--- src/rtl/proc_pkg.sv ---
// Shared processor-core constants: PC width, run sequencer states and per-program start addresses.
package proc_pkg;

  localparam int D = 12;

  typedef enum logic [2:0] {
    IDLE    = 3'd0,
    CLEAR   = 3'd1,
    RUN     = 3'd2,
    DONE    = 3'd3,
    TIMEOUT = 3'd4
  } run_state_t;

  // Entry points of the four resident programs in instruction memory.
  localparam logic [D-1:0] PROG_START [4] = '{12'h000, 12'h040, 12'h100, 12'h280};

endpackage

--- src/rtl/run_ctrl_cyc_counter.sv ---
// Clearable, enabled up-counter that holds at all-ones instead of wrapping.
module cyc_counter #(
  parameter int CW = 16
) (
  input  logic          clk,
  input  logic          reset,
  input  logic          clr,
  input  logic          en,
  output logic [CW-1:0] cnt
);

  logic [CW-1:0] cnt_reg;

  always_ff @(posedge clk or negedge reset) begin
    if (!reset) begin
      cnt_reg <= '0;
    end else if (clr) begin
      cnt_reg <= '0;
    end else if (en && (cnt_reg != '1)) begin
      cnt_reg <= cnt_reg + CW'(1);
    end
  end

  assign cnt = cnt_reg;

endmodule

--- src/rtl/run_ctrl.sv ---
// Run sequencer: holds the core in reset, releases it at the selected program's start PC,
// counts run cycles until done or timeout, and hands dat_mem to the host outside a run.
module run_ctrl #(
  parameter int D       = proc_pkg::D,
  parameter int CW      = 16,
  parameter int RST_CYC = 2,
  parameter int MAX_CYC = 4000
) (
  input  logic          clk,
  input  logic          reset,
  input  logic          req,
  input  logic [1:0]    prog_sel,
  input  logic          core_done,
  output logic          core_reset,
  output logic [D-1:0]  start_pc,
  input  logic          host_mem_req,
  output logic          host_gnt,
  output logic          mem_sel_core,
  output logic          busy,
  output logic          done,
  output logic          timeout,
  output logic [CW-1:0] cycle_cnt
);

  import proc_pkg::*;

  localparam int            RW       = (RST_CYC > 1) ? $clog2(RST_CYC) : 1;
  localparam logic [CW-1:0] LAST_CYC = CW'(MAX_CYC - 1);

  run_state_t    state_reg, state_next;
  logic [RW-1:0] clr_cnt_reg;
  logic [D-1:0]  start_pc_reg;
  logic          capture;
  logic          cnt_last;
  logic          cnt_en;

  // A pending host transfer takes precedence over starting a new run.
  assign capture  = (state_reg == IDLE) && req && !host_mem_req;
  assign cnt_last = (cycle_cnt == LAST_CYC);
  assign cnt_en   = (state_reg == RUN) && !core_done && !cnt_last;

  always_comb begin
    state_next = state_reg;
    case (state_reg)
      IDLE:    if (capture) state_next = CLEAR;
      CLEAR:   if (clr_cnt_reg == '0) state_next = RUN;
      RUN: begin
        if (core_done)     state_next = DONE;
        else if (cnt_last) state_next = TIMEOUT;
      end
      DONE,
      TIMEOUT: if (!req) state_next = IDLE;
      default: state_next = IDLE;
    endcase
  end

  always_ff @(posedge clk or negedge reset) begin
    if (!reset) begin
      state_reg    <= IDLE;
      clr_cnt_reg  <= '0;
      start_pc_reg <= '0;
    end else begin
      state_reg <= state_next;
      if (capture) begin
        start_pc_reg <= D'(PROG_START[prog_sel]);
        clr_cnt_reg  <= RW'(RST_CYC - 1);
      end else if ((state_reg == CLEAR) && (clr_cnt_reg != '0)) begin
        clr_cnt_reg <= clr_cnt_reg - RW'(1);
      end
    end
  end

  cyc_counter #(
    .CW (CW)
  ) u_cyc_counter (
    .clk   (clk),
    .reset (reset),
    .clr   (capture),
    .en    (cnt_en),
    .cnt   (cycle_cnt)
  );

  assign core_reset   = (state_reg != RUN);
  assign mem_sel_core = (state_reg == CLEAR) || (state_reg == RUN);
  assign busy         = mem_sel_core;
  assign done         = (state_reg == DONE);
  assign timeout      = (state_reg == TIMEOUT);
  assign start_pc     = start_pc_reg;
  assign host_gnt     = host_mem_req & ~mem_sel_core;

endmodule

--- config.mk ---
export PLATFORM = sky130hd
export DESIGN_NAME = run_ctrl
export DESIGN_NICKNAME = d
export VERILOG_FILES = /design/src/rtl/proc_pkg.sv /design/src/rtl/run_ctrl_cyc_counter.sv /design/src/rtl/run_ctrl.sv
export SDC_FILE = /design/constraint.sdc
export NUM_CORES = 1
export LEC_CHECK = 0
export ABC_CLOCK_PERIOD_IN_PS = 2360
export CORE_UTILIZATION = 46
export DETAILED_ROUTE_END_ITERATION = 10
export GPL_TIMING_DRIVEN = 1
export HOLD_SLACK_MARGIN = 0.15
export PLACE_DENSITY = 0.78
export SLEW_MARGIN = 25
export SYNTH_ARGS = -nofsm -noshare
export SYNTH_HDL_FRONTEND = slang
export SYNTH_SLANG_ARGS = --single-unit
export TNS_END_PERCENT = 20
--- constraint.sdc ---
create_clock -name clk -period 2.36 [get_ports clk]
set_input_delay 0.708 -clock clk [delete_from_list [all_inputs] [get_ports clk]]
set_output_delay 0.708 -clock clk [all_outputs]
set_load 0.01 [all_outputs]
After elaboration in Yosys (flattened, before gate mapping) --
Index checks and enable logic that the tools add are counted.
Storage, ports and cells: bits of input ports 7, logic and storage cells 49, register bits after elaboration 32, output and inout bits 34
Operators by class: reductions and logical operators 15, bitwise operators 3, muxes and demuxes 13, add/subtract/negate cells 2, $lt $le $gt $ge 1, eq/ne operators 11
Operator list (number):
- 16-bit 2-to-1 mux | 2
- 12-bit binary-select mux with 2-bit select | 1
- 12-bit 2-to-1 mux | 2
- 16-bit by 1-bit adder with 16-bit output (second input constant) | 1
- 16-bit by 12-bit == test with 1-bit output (second input constant) | 1
- 16-bit inequality test (second input constant) | 1
- 3-bit 2-to-1 mux | 5
- 3-bit one-hot mux with 4 select lines | 1
- 3-bit by 2-bit == test with 1-bit output (second input constant) | 2
- 1-bit logical AND | 6
- 2-bit inequality test (second input constant) | 3
- 4-bit AND reduction | 1
- 2-bit nonzero test | 2
- 3-bit by 1-bit == test with 1-bit output (second input constant) | 1
- 3-bit == test (second input constant) | 1
- 3-bit greater-or-equal comparator (second input constant) | 1
- 1-bit logical NOT | 3
- 3-bit logical NOT | 1
- 3-bit by 2-bit inequality test with 1-bit output (second input constant) | 1
- 3-bit inequality test (second input constant) | 1
- 2-bit inverter with 3-bit output | 1
- 1-bit 2-to-1 mux | 2
- 2-bit OR reduction | 1
- 1-bit bitwise AND | 1
- other kinds (3) | 3

Logic depth before layout (Yosys ltp) --
Gate-level depths: netlist (run 1).
word-level depth 6, gate-level depth with buffers 7, depth with buffers taken out 6

Modules after synthesis --
A second synthesis (run 1) with hierarchy kept.
Unflattened totals: cell total of the unflattened synthesis 152, area, all modules 1478.9 um2
By module, submodules not included:
- cyc_counter | cells an instance 98, area an instance 942.2 um2, times used 1, sequential area each 400.4 um2
- run_ctrl | cells an instance 54, area an instance 536.8 um2, times used 1, sequential area each 175.2 um2

Least setup slack after synthesis (run 1) --
OpenSTA, ideal clock, no wires.
path type input to register, start input port core_done, end register u_cyc_counter.cnt_reg[10], in the netlist u_cyc_counter.cnt[10], arrival time 2189 ps, path buffers 1, setup slack 93 ps, stages on the path 5, setup time 78 ps, required time 2282 ps, cell sequence or4b_4 -> or2_1 -> buf_6 -> or4_1 -> a21oi_1
Between the ends: longest elaborated chain between the ends 5
RTL lines:
- start, declared | line run_ctrl.sv:13 | input logic core_done,
- 1-bit logical NOT | line run_ctrl.sv:40 | assign cnt_en = (state_reg == RUN) && !core_done && !cnt_last;
- 1-bit logical AND (2 in a row) | line run_ctrl.sv:40
- 1-bit logical AND | line run_ctrl_cyc_counter.sv:19 | end else if (en && (cnt_reg != '1)) begin
- 2-bit nonzero test (no line)
- end signal, assigned | line run_ctrl_cyc_counter.sv:20 | cnt_reg <= cnt_reg + CW'(1);
- end, declared | line run_ctrl_cyc_counter.sv:12 | logic [CW-1:0] cnt_reg;
No other way between the ends. A chain may end at the register's enable or synchronous reset.

Final worst setup path (run 1) --
start input port host_mem_req, end output port host_gnt
Between the ends: longest elaborated chain between the ends 1
RTL lines:
- start, declared | line run_ctrl.sv:16 | input logic host_mem_req,
- 1-bit bitwise AND | line run_ctrl.sv:89 | assign host_gnt = host_mem_req & ~mem_sel_core;
- end, declared | line run_ctrl.sv:17 | output logic host_gnt,
No other way between the ends.

==> impl_metrics.py, run 1 <==
metrics = {
    "critical_path": {
        "cpMaxStageDelayCell": "clkdlybuf4s50_1",
        "r2r_cells": 5,
        "crit_path_max_fanout": 2,
        "end_kind": "output port",
        "required_ps": 1650,
        "critPathBufInv": 2,
        "cp_top_family": "buffers and inverters",
        "reg2reg_to": "u_cyc_counter.cnt[14]$_DFFE_PN0P_",
        "regToRegStartpoint": "state_reg[0]$_DFFE_PN0P_",
        "critPathArrivalTime_ps": 1640,
        "startpoint_type": "input port",
        "crit_path_max_incr_delay_ps": 500,
        "worstSetupPathType": "in2out",
        "path_cells": "clkdlybuf4s50_1, nor2b_1, dlygate4sd2_1",
        "reg2reg_slack_ps": 190,
    },
    "place": {
        "dp_hpwl_um": 2200,
        "gp_congestion": 0.799,
        "place_inst": 216,
        "port_buffers": 32,
    },
    "global_route": {
        "track_usage": 0.212,
        "antenna_found_initial": 0,
        "grt_max_degree": 24,
        "grt_overflow": 0,
        "grt_pass1_wl_um": 5460,
        "grt_pass1_vias": 1272,
    },
    "route": {
        "dr_wl_met3_um": 135,
        "drt_iter0_drc": 49,
        "drc": 0,
        "top_layer_used": "met4",
        "wl_met2_um": 1680,
        "antenna_left": 0,
        "dr.pass1.iters": 4,
        "vias_per_cell": 5.74,
        "vias": 1285,
        "drt_wl_total_um": 3270,
        "wl_met1_um": 1410,
        "wl_per_cell_um": 14.6,
    },
    "floorplanning": {
        "die_x_um": 56.5,
        "die-area_mm2": 0.00320,
        "core_area_mm2": 0.00278,
        "io_pins": 41,
        "fp.dieH_um": 56.5,
        "initial_core_util": 0.492,
        "rows": 19,
    },
    "finish": {
        "area_delta_synth_final_pct": 32.0,
        "final_nets": 202,
        "fin_util": 0.649,
        "final_cells": 224,
        "drive_above_1_share": 0.150,
        "largest_register_ff_count": 16,
        "num_antenna_cells": 0,
    },
    "outcome": {
        "status": "finished, final reports clean",
    },
    "logic_synthesis": {
        "yosysWarnings": 0,
        "async_flop_share": 1.00,
        "synth_edf_count": 0,
        "synth_seq_cells": 23,
        "syn_inst": 153,
        "synth_area_mm2": 0.00137,
        "avgSynthCellArea_um2": 8.94,
        "yosysSeqAreaShare": 0.421,
        "ys.flop_type": "dfrtp_1",
        "synth_cell_type_count": 39,
    },
    "min_path": {
        "min_from": "start_pc[6]$_DFFE_PN0N_",
        "hp-class": "reg2reg",
        "holdPathStages": 2,
        "hold_path_end": "start_pc[6]$_DFFE_PN0N_",
    },
    "sta": {
        "min_period_ps": 2350,
        "fin_worst_skew_ps": 3.00,
        "setup_viol": 0,
        "slew_viol_final": 0,
        "final-hold-violation-count": 0,
        "fmax_mhz": 426,
        "hold_ws_ps": 493,
        "rsz0062_at_grt": "no",
        "finalCritPeriodShare": 0.995,
    },
    "cts": {
        "cts.sinks": 23,
        "cts_tree": "done",
        "clkTransAtPathRegs_ps": 130,
        "root_buffer": "clkbuf_4",
        "cts_buffer_depth": 2,
        "cts_buffers": 3,
        "clk_latency_ps": 320,
        "h-tree-depth": 1,
        "ctsHoldBuffers": 0,
    },
    "power_and_ir_drop": {
        "power_density_mw_per_mm2": 771,
        "ir_worst_vdd_mv": 0.622,
        "cellLeakagePower_nw": 0.757,
        "power_mw": 1.39,
    },
    "flow_run": {
        "cap_violations": 0,
    },
}
[synthesized netlist by cell type, types with 3 or more instances]
cell type   n  area share
nand2_1    20       0.055
o31ai_1     6       0.033
nor3b_1     3       0.016
clkbuf_1    3      0.0082
nand3_1     6       0.022
nand4_1     4       0.018
inv_1       3      0.0082
dfrtp_1    23        0.42
mux2i_1     4       0.029
a21oi_1    13       0.048
or3_1       6       0.027
o21ai_0     6       0.022
or4_1       5       0.027
a211oi_1    3       0.016
nor2_1      7       0.019
buf_4      10       0.055
[placed cells by master (no fill, tap or decap), drive strengths merged, types with 3 or more instances in the layout]
cell type       n
nor3b           3
o31ai           6
mux2i           4
or2             4
o21ai           6
nand2          20
or3             6
a21oi          13
dlygate4sd2     3
dfrtp          23
a211oi          3
nand4           4
conb            8
inv             3
nand3           6
buf            14
clkbuf          3
or4             5
clkdlybuf4s50  27
nor2            7
[final cells by class]
cell class                 instances  area, µm²
clock buffer                       3       22.5
clock inverter                     1       5.00
fill                             249        976
inverter                           3       11.3
multi-input combinational        117        709
sequential                        23        579
tap                               31       38.8
timing repair buffer              46        439
[worst register-to-register path: stages, from the launching register on]
cell and delay, ps:
dfrtp_2 490, buf_4 180, or4b_4 510, or2_4 270, or4_1 500, a21oi_1 150
[where the power goes]
| part | switching [mW] | internal (mW) | total, mW |
|---|---|---|---|
| sequential | 0.0917 | 0.472 | 0.563 |
| combinational | 0.298 | 0.340 | 0.638 |
| clock | 0.127 | 0.0637 | 0.191 |
[how the worst max path moves through the flow]
stage / from / endpoint / slack (ps) / depth (start not counted)
2_1_floorplan: core_done / u_cyc_counter.cnt[10]$_DFFE_PN0P_ / 90 / 5
4_1_cts: state_reg[2]$_DFFE_PN0P_ / timeout / -20 / 2
6_report: host_mem_req / host_gnt / 10 / 3
3_3_place_gp: core_done / u_cyc_counter.cnt[12]$_DFFE_PN0P_ / -370 / 6
5_1_grt: state_reg[1]$_DFFE_PN0P_ / core_reset / 10 / 3
3_5_place_dp: core_done / u_cyc_counter.cnt[12]$_DFFE_PN0P_ / -410 / 6
[metrics by stage]
| stage | cell area, µm² | TNS, ps | setup WS [ps] |
|---|---|---|---|
| final | 1810 | 0 | 12.6 |
| after global routing | 1810 | 0 | 13.4 |
| after CTS | 1780 | -24.1 | -24.1 |
| after detailed placement | 1730 | -2580 | -408 |
| after global placement | 1730 | -2240 | -367 |
| after floorplan | 1390 | 0 | 93.1 |
[routing by layer]
metal	track usage	up-vias
li1	-	620
met5	0	-
met4	0.0767	0
met2	0.368	37
met3	0.0300	5
met1	0.267	623
[kinds of logic after synthesis]
logic type,synth area share
mux,0.0293
flops,0.421
compound gates,0.148
other cells,0.00274
simple gates,0.285
buf+inv,0.0979
xor+xnor,0.00641
fa+ha+maj,0.00915
[what timing repair did]
| action | CTS | global route |
|---|---|---|
| resized for setup | 7 | 4 |
| hold endpoints to repair | 0 | 0 |
| endpoints found under the setup margin | 11 | 6 |
| pin swaps | 0 | 3 |
| setup buffers | 2 | 1 |
| gates cloned | 0 | 1 |
(Power assumes the default switching activity.)
==> run 2: changes to the inputs <==
--- a/config.mk
+++ b/config.mk
@@ -6,11 +6,12 @@
 export NUM_CORES = 1
 export LEC_CHECK = 0
 export ABC_CLOCK_PERIOD_IN_PS = 2360
-export CORE_UTILIZATION = 46
+export CORE_UTILIZATION = 48
+export CTS_BUF_LIST = sky130_fd_sc_hd__clkbuf_2
 export DETAILED_ROUTE_END_ITERATION = 10
 export GPL_TIMING_DRIVEN = 1
 export HOLD_SLACK_MARGIN = 0.15
-export PLACE_DENSITY = 0.78
+export PLACE_DENSITY = 0.91
 export SLEW_MARGIN = 25
 export SYNTH_ARGS = -nofsm -noshare
 export SYNTH_HDL_FRONTEND = slang
==> impl_metrics.py, run 2 (synthesized netlist as in run 1, its figures left out) <==
metrics = {
    "outcome": {
        "status": "finished, final reports clean",
    },
    "sta": {
        "hold_ws_ps": 529,
        "setup_viol": 0,
        "slew_viol_final": 0,
        "setup_ws_ps": 33.9,
        "final-hold-violation-count": 0,
        "fmax_mhz": 430,
        "min_period_ps": 2330,
        "rsz0062_at_grt": "yes",
        "finalCritPeriodShare": 0.986,
        "fin_worst_skew_ps": 6.63,
    },
    "cts": {
        "h-tree-depth": 1,
        "cts_tree": "done",
        "cts_buffer_depth": 2,
        "root_buffer": "clkbuf_2",
        "clkTransAtPathRegs_ps": 240,
        "ctsHoldBuffers": 0,
        "cts_buffers": 3,
        "clk_latency_ps": 340,
        "cts.sinks": 23,
    },
    "finish": {
        "area_delta_synth_final_pct": 31.8,
        "final_cell_mix": "clkdlybuf4s50_1 (26), nand2_1 (20), dfrtp_1 (20)",
        "design_area_mm2": 0.00180,
        "final_nets": 204,
        "layout_commonest_cell": "clkdlybuf4s50_1",
        "largest_register_ff_count": 16,
        "final_cells": 225,
        "multi_input_area_um2": 708,
        "drive_above_1_share": 0.174,
        "regArea_um2": 579,
        "num_antenna_cells": 0,
        "fill_cells": 191,
    },
    "critical_path": {
        "end_kind": "flip-flop",
        "startpoint_type": "input port",
        "worstSetupPathType": "in2reg",
        "critPathArrivalTime_ps": 2630,
        "crit_path_max_fanout": 9,
        "startpoint": "core_done",
        "required_ps": 2660,
        "regToRegStartpoint": "state_reg[0]$_DFFE_PN0P_",
    },
    "floorplanning": {
        "fp.dieH_um": 55.4,
        "initial_core_util": 0.528,
        "die-area_mm2": 0.00307,
        "die_x_um": 55.4,
        "rows": 18,
        "core_area_mm2": 0.00259,
        "io_pins": 41,
    },
    "power_and_ir_drop": {
        "power_mw": 1.39,
        "ir_worst_vdd_mv": 0.787,
        "cellLeakagePower_nw": 0.755,
        "power_density_mw_per_mm2": 770,
    },
    "min_path": {
        "min_from": "start_pc[7]$_DFFE_PN0N_",
        "hp-class": "reg2reg",
    },
    "route": {
        "drt_iter0_drc": 45,
        "drt_wl_total_um": 3410,
        "antenna_left": 0,
        "vias": 1352,
        "drc": 0,
        "vias_per_cell": 6.01,
        "dr.pass1.iters": 4,
        "wl_per_cell_um": 15.2,
    },
    "place": {
        "dpl_cell_area_mm2": 0.00172,
        "place_inst": 216,
        "port_buffers": 32,
        "gp_congestion": 0.838,
        "dp_hpwl_um": 2340,
        "place_ws_ps": -414,
    },
    "global_route": {
        "antenna_found_initial": 0,
        "grt_pass1_wl_um": 5560,
        "track_usage": 0.222,
        "grt_pass1_vias": 1219,
        "grt_max_degree": 24,
        "grt_overflow": 0,
    },
    "flow_run": {
        "cap_violations": 0,
    },
}
[run 2: cell types whose count changed in the layout (fill, tap and decap cells not counted), sizes merged]
| cell | change |
|---|---|
| clkdlybuf4s50 | -1 |
| or2 | -1 |
| clkbuf | +1 |
| clkinvlp | +1 |
| clkdlybuf4s15 | +3 |
| dlygate4sd2 | -2 |
| clkinv | -1 |
| buf | +3 |
| dlymetal6s2s | -1 |
[run 2: worst paths after layout]
check                      slack [ps]                                 to  cells after the start
max                                30  u_cyc_counter.cnt[14]$_DFFE_PN0P_                      5
max reg2reg                       150  u_cyc_counter.cnt[14]$_DFFE_PN0P_                      5
min in group asynchronous         670   u_cyc_counter.cnt[5]$_DFFE_PN0P_                      2
min reg2reg                       530            start_pc[7]$_DFFE_PN0N_                      2
max in group asynchronous        1440           state_reg[2]$_DFFE_PN0P_                      2
min                               530            start_pc[7]$_DFFE_PN0N_                      2
[run 2: cell type report]
| type | count | share of cell area |
|---|---|---|
| well taps | 30 | 0.0208 |
| clock inverters | 1 | 0.00416 |
| multi-input cells | 116 | 0.393 |
| clock buffers | 3 | 0.00833 |
| flip-flops and latches | 23 | 0.321 |
| inverters | 3 | 0.00625 |
| repair buffers | 49 | 0.246 |
[run 2: worst max-delay path, stage by stage]
cell             delay (ps)
clkdlybuf4s50_1         430
or4b_4                  500
or2_4                   290
or4_1                   540
a21oi_1                 160
[run 2: stage by stage]
stage,TNS (ps),utilization
final,0,0.696
after global routing,-13.0,0.696
after CTS,-92.3,0.677
after detailed placement,-2830,0.666
after global placement,-1990,0.666
after floorplan,0,-
[run 2: report_power, final]
group	internal (mW)	leakage [nW]	switching, mW
clock network	0.0393	0.0126	0.129
registers	0.472	0.306	0.0824
logic	0.360	0.436	0.306
[run 2: metal layers]
layer	global-route usage	part of all wire	vias to the layer above
li1	-	-	627
met1	0.285	0.41	645
met2	0.389	0.52	78
met3	0.0281	0.070	2
met4	0.0643	0.0047	0
met5	0	0	-
[run 2: repair_timing]
| item | 4_1_cts | 5_1_grt |
|---|---|---|
| buffers inserted | 1 | 4 |
| hold endpoints to repair | 0 | 0 |
| setup endpoints to repair | 11 | 6 |
| pin swaps | 0 | 2 |
| resized for setup | 9 | 10 |
==> run 3: changes to the inputs <==
--- a/config.mk
+++ b/config.mk
@@ -12,7 +12,7 @@
 export GPL_TIMING_DRIVEN = 1
 export HOLD_SLACK_MARGIN = 0.15
 export PLACE_DENSITY = 0.91
-export SLEW_MARGIN = 25
+export SLEW_MARGIN = 0
 export SYNTH_ARGS = -nofsm -noshare
 export SYNTH_HDL_FRONTEND = slang
 export SYNTH_SLANG_ARGS = --single-unit
==> results of run 3 <==
No change in the layout: final DEF, timing and power equal those of run 2.
